### src/rtl/add_pkg.sv
// Shared types and defaults for the bit-serial adder controller.
package add_pkg;

  typedef enum logic [1:0] {
    IDLE = 2'd0,
    RUN  = 2'd1,
    DONE = 2'd2
  } serial_add_state_t;

  localparam int DEFAULT_ADD_WIDTH = 8;

endpackage

### src/rtl/full_adder_bit.sv
// One-bit full adder cell built from gate primitives; the only arithmetic in the serial adder.
module full_adder_bit (
  input  logic a,
  input  logic b,
  input  logic cin,
  output logic s,
  output logic cout
);

  logic ab_and;
  logic ac_and;
  logic bc_and;

  xor g_sum (s, a, b, cin);

  and g_ab (ab_and, a, b);
  and g_ac (ac_and, a, cin);
  and g_bc (bc_and, b, cin);
  or  g_maj (cout, ab_and, ac_and, bc_and);

endmodule

### src/rtl/serial_adder_ctrl.sv
// Bit-serial adder controller: accepts operands, feeds one full-adder cell LSB-first,
// and presents the registered sum/carry-out over a valid/ready handshake.
//
// state | meaning
// ------+-----------------------------------------------------------
// IDLE  | waiting for operands; in_ready high
// RUN   | one bit per cycle through the full-adder cell, LSB first
// DONE  | result held on sum/cout with out_valid until out_ready
module serial_adder_ctrl
  import add_pkg::*;
#(
  parameter int WIDTH = DEFAULT_ADD_WIDTH
) (
  input  logic             clk,
  input  logic             rst,
  input  logic             in_valid,
  output logic             in_ready,
  input  logic [WIDTH-1:0] a,
  input  logic [WIDTH-1:0] b,
  input  logic             cin,
  output logic             out_valid,
  input  logic             out_ready,
  output logic [WIDTH-1:0] sum,
  output logic             cout,
  output logic             busy
);

  localparam int CNT_W = $clog2(WIDTH);

  serial_add_state_t state;
  serial_add_state_t state_nxt;

  logic [WIDTH-1:0] a_sr;
  logic [WIDTH-1:0] b_sr;
  logic [WIDTH-1:0] sum_sr;
  logic             carry;
  logic [CNT_W-1:0] cnt;
  logic [WIDTH-1:0] sum_q;
  logic             cout_q;

  logic fa_s;
  logic fa_c;
  logic accept;
  logic last_bit;

  full_adder_bit u_fa (
    .a    (a_sr[0]),
    .b    (b_sr[0]),
    .cin  (carry),
    .s    (fa_s),
    .cout (fa_c)
  );

  // in_ready is gated by rst so it reads low for the whole reset interval
  assign in_ready  = (state == IDLE) & ~rst;
  assign out_valid = (state == DONE);
  assign busy      = (state != IDLE);
  assign accept    = in_valid & in_ready;
  assign last_bit  = (cnt == CNT_W'(WIDTH - 1));
  assign sum       = sum_q;
  assign cout      = cout_q;

  // State register
  always_ff @(posedge clk or posedge rst) begin
    if (rst) state <= IDLE;
    else     state <= state_nxt;
  end

  // Next-state decode
  always_comb begin
    state_nxt = state;
    unique case (state)
      IDLE:    if (accept) state_nxt = RUN;
      RUN:     if (last_bit) state_nxt = DONE;
      DONE:    if (out_ready) state_nxt = IDLE;
      default: state_nxt = IDLE;
    endcase
  end

  // Operand/sum shift registers, carry and bit counter
  always_ff @(posedge clk or posedge rst) begin
    if (rst) begin
      a_sr   <= '0;
      b_sr   <= '0;
      sum_sr <= '0;
      carry  <= 1'b0;
      cnt    <= '0;
    end else if (state == IDLE) begin
      if (accept) begin
        a_sr  <= a;
        b_sr  <= b;
        carry <= cin;
        cnt   <= '0;
      end
    end else if (state == RUN) begin
      a_sr   <= {1'b0, a_sr[WIDTH-1:1]};
      b_sr   <= {1'b0, b_sr[WIDTH-1:1]};
      sum_sr <= {fa_s, sum_sr[WIDTH-1:1]};
      carry  <= fa_c;
      // hold at WIDTH-1 on the final bit so the counter never wraps
      if (!last_bit) cnt <= cnt + CNT_W'(1);
    end
  end

  // Result registers, captured on the final bit so they stay stable outside DONE
  always_ff @(posedge clk or posedge rst) begin
    if (rst) begin
      sum_q  <= '0;
      cout_q <= 1'b0;
    end else if (state == RUN && last_bit) begin
      sum_q  <= {fa_s, sum_sr[WIDTH-1:1]};
      cout_q <= fa_c;
    end
  end

endmodule

### config.mk
export PLATFORM = sky130hd
export DESIGN_NAME = serial_adder_ctrl
export DESIGN_NICKNAME = d
export VERILOG_FILES = /design/src/rtl/add_pkg.sv /design/src/rtl/full_adder_bit.sv /design/src/rtl/serial_adder_ctrl.sv
export SDC_FILE = /design/constraint.sdc
export NUM_CORES = 1
export LEC_CHECK = 0
export CORE_MARGIN = 8
export CORE_UTILIZATION = 40
export CTS_CLUSTER_DIAMETER = 120
export DETAILED_ROUTE_END_ITERATION = 12
export GPL_TIMING_DRIVEN = 0
export HOLD_SLACK_MARGIN = 0.1
export PLACE_DENSITY_LB_ADDON = 0.25
export SYNTH_ARGS = -nofsm -noshare
export SYNTH_HDL_FRONTEND = slang
export SYNTH_SLANG_ARGS = --single-unit
export TNS_END_PERCENT = 30
### constraint.sdc
create_clock -name clk -period 1.9 [get_ports clk]
set_input_delay 0.285 -clock clk [delete_from_list [all_inputs] [get_ports clk]]
set_output_delay 0.285 -clock clk [all_outputs]
set_load 0.02 [all_outputs]
==> run summary <==
outcome - completed
post-DR vias/cell - 4.89
die area - 7020 sq um
layout cells sized above 1 - 41.2%
skew final - 0.00503 ns
dpl hpwl - 2390 um
Sw Ratio - 32.2%
Synth area leaders - dfrtp_1, mux2_2, mux2_4, ha_1, buf_6
Logic pwr share - 49.5%
Max Cap Violations - 0
total gr overflow - 0
IO Count - 33
internal power - 0.00269 W
Async SR Flop Fraction - 100%
drt first pass iters - 4
fin. max-slew vios - 0
input/output buffers - 32
Final min period - 1.79 ns
deepest clock path buffer count - 2
Mapped Area - 1840 sq um
setup TNS - 0 ns
Routed wire per std cell - 15.5 um
Die Y - 83.8 um
Non-Filler Instances - 217
CTS Buf Count - 5
Net Switching - 0.00128 W
commonest non-fill, non-tap cells in the layout - dfrtp_1, clkdlybuf4s50_1, mux2_2
most common cell after layout, fill and taps aside - dfrtp_1
CP max FO - 10
synthesized area per cell - 14.8 sq um
Main synth FF type - dfrtp_1
Initial Util - 41.9%
worst skew pair latency - 0.29 ns
Cells after DPL - 208
first-pass GRT wire length - 5840 um
Vias - 1,061
Total GRT Usage - 10.4%
drt first-iter violations - 64
fmax - 560 MHz
cts hold-fix bufs - 0
CTS tree - done
Ant. Diodes - 0
final count of hold timing violations - 0
post-route clock period utilization - 94.0%
Mapped Nets - 148
Slew headroom - 48.2%
count of nets after finishing - 188
routability cong. - 0.671
Yosys top cell area share - 51.8%
area of the core - 4380 sq um
CTS H-tree depth - 2
RSZ-0062 raised after global routing - false
root buf cell - clkbuf_8
Pwr per Cell Area - 1710 nW/um^2
Post-synth EDFFs - 0
HP Class - flop to flop
Syn Inst Count - 124
Warnings, synthesis - 0
initial antenna violation count - 0
Reg power frac - 36.0%
largest net degree at the start of global routing - 39
DRC viols - 0
filler instances - 367
Layout area overhead - 26.4%
Arr. time, crit path - 1.50 ns
worst slew pin tran - 0.775 ns
# setup viols final - 0
Worst VDD drop - 0.000902 V
CP Capture Type - output port
leak pwr - 1.06 nW
Clock Sink Count - 38
WS Path Type - flop to output port
# rows - 24
clock power share - 14.5%
Antenna Violating Nets Remaining - 0
worst path required time - 1.62 ns
total wire length - 3360 um
vias in the first global route - 1,176
clock edge transition at the registers on the reported setup and hold paths - 0.07 ns
sequential share of the synthesized area - 51.8%
crit start category - flop
Yosys cell types - 27
Die Wd - 83.8 um
area leader, netlist - dfrtp_1
#FFs+latches synth - 38
==> area by class of cell <==
| cell class | count | area (sq um) | share of cell area, % |
|---|---|---|---|
| timing repair buffer | 33 | 320 | 13.8 |
| tap | 52 | 65.1 | 2.80 |
| multi-input combinational | 75 | 811 | 34.9 |
| clock buffer | 6 | 82.6 | 3.56 |
| clock inverter | 2 | 12.5 | 0.539 |
| inverter | 6 | 22.5 | 0.970 |
| sequential | 38 | 951 | 41.0 |
| buffer | 5 | 56.3 | 2.43 |
==> worst max-delay path, cell delays in order, from the launching register on <==
cell and delay (ns):
dfrtp_1 0.37, buf_6 0.14, nor2_4 0.14, buf_8 0.17, inv_1 0.06, dlygate4sd2_1 0.32
==> power by group through the flow <==
| stage | combinational [W] | sequential, W | clock (W) |
|---|---|---|---|
| after floorplan | 0.00139 | 0.00150 | 0 |
| after global placement | 0.00192 | 0.00142 | 0 |
| after detailed placement | 0.00197 | 0.00144 | 0 |
| after CTS | 0.00199 | 0.00143 | 0.000607 |
| after global routing | 0.00213 | 0.00148 | 0.000647 |
| final | 0.00196 | 0.00143 | 0.000576 |
==> cells by family after synthesis <==
family / synth area share, %
mux: 31.9
fa+ha+maj: 2.45
buf+inv: 4.09
flops: 51.8
simple gates: 5.72
compound gates: 4.09
==> synthesized netlist by cell type (2+ instances only) <==
master / instances
dfrtp_1: 38
mux2_2: 28
mux2_4: 18
inv_1: 5
nand2_1: 4
o21ai_0: 4
nor2_1: 3
a21oi_1: 2
buf_4: 2
buf_6: 2
ha_1: 2
==> timing repair <==
item | 4_1_cts | 5_1_grt
setup endpoints to repair | 3 | 1
pin swaps | 1 | 0
setup buffers | 1 | 0
hold endpoints to repair | 0 | 0
resized for setup | 5 | 2
==> stage by stage <==
| stage | hold WS [ns] | instance area [sq um] | utilization (%) | setup slack (ns) | total power, W |
|---|---|---|---|---|---|
| 2_1_floorplan | 0.392 | 1840 | - | 0.318 | 0.00289 |
| 3_3_place_gp | 0.472 | 2220 | 50.7 | -0.162 | 0.00335 |
| 3_5_place_dp | 0.491 | 2220 | 50.7 | -0.120 | 0.00342 |
| 4_1_cts | 0.502 | 2320 | 53.0 | 0.0475 | 0.00402 |
| 5_1_grt | 0.529 | 2320 | 52.9 | 0.0312 | 0.00426 |
| 6_report | 0.504 | 2320 | 52.9 | 0.114 | 0.00396 |
==> registers in the layout, summed over array words and instances, names as in the netlist <==
register	count
a_sr	8
b_sr	8
carry	1
cnt	3
cout	1
state	2
sum	8
sum_sr	7
==> path summary, 6_finish.rpt <==
| path | end | start | depth (start not counted) | slack, ns |
|---|---|---|---|---|
| min | sum[5] | sum[5] | 1 | 0.50 |
| min reg2reg | sum[5] | sum[5] | 1 | 0.50 |
| min in group asynchronous | a_sr[4] | rst | 2 | 0.58 |
| max reg2reg | a_sr[6] | state[0] | 5 | 0.35 |
| max | busy | state[1] | 5 | 0.11 |
| max in group asynchronous | sum_sr[6] | rst | 2 | 0.82 |
==> per-layer routing <==
| layer | track usage (%) | share of wire [%] | up-vias |
|---|---|---|---|
| met5 | 0 | 0 | - |
| met2 | 16.0 | 49 | 18 |
| met4 | 4.24 | 1.6 | 0 |
| met1 | 12.4 | 46 | 518 |
| met3 | 4.20 | 4.1 | 8 |
| li1 | - | - | 517 |
(Power assumes the default switching activity.)
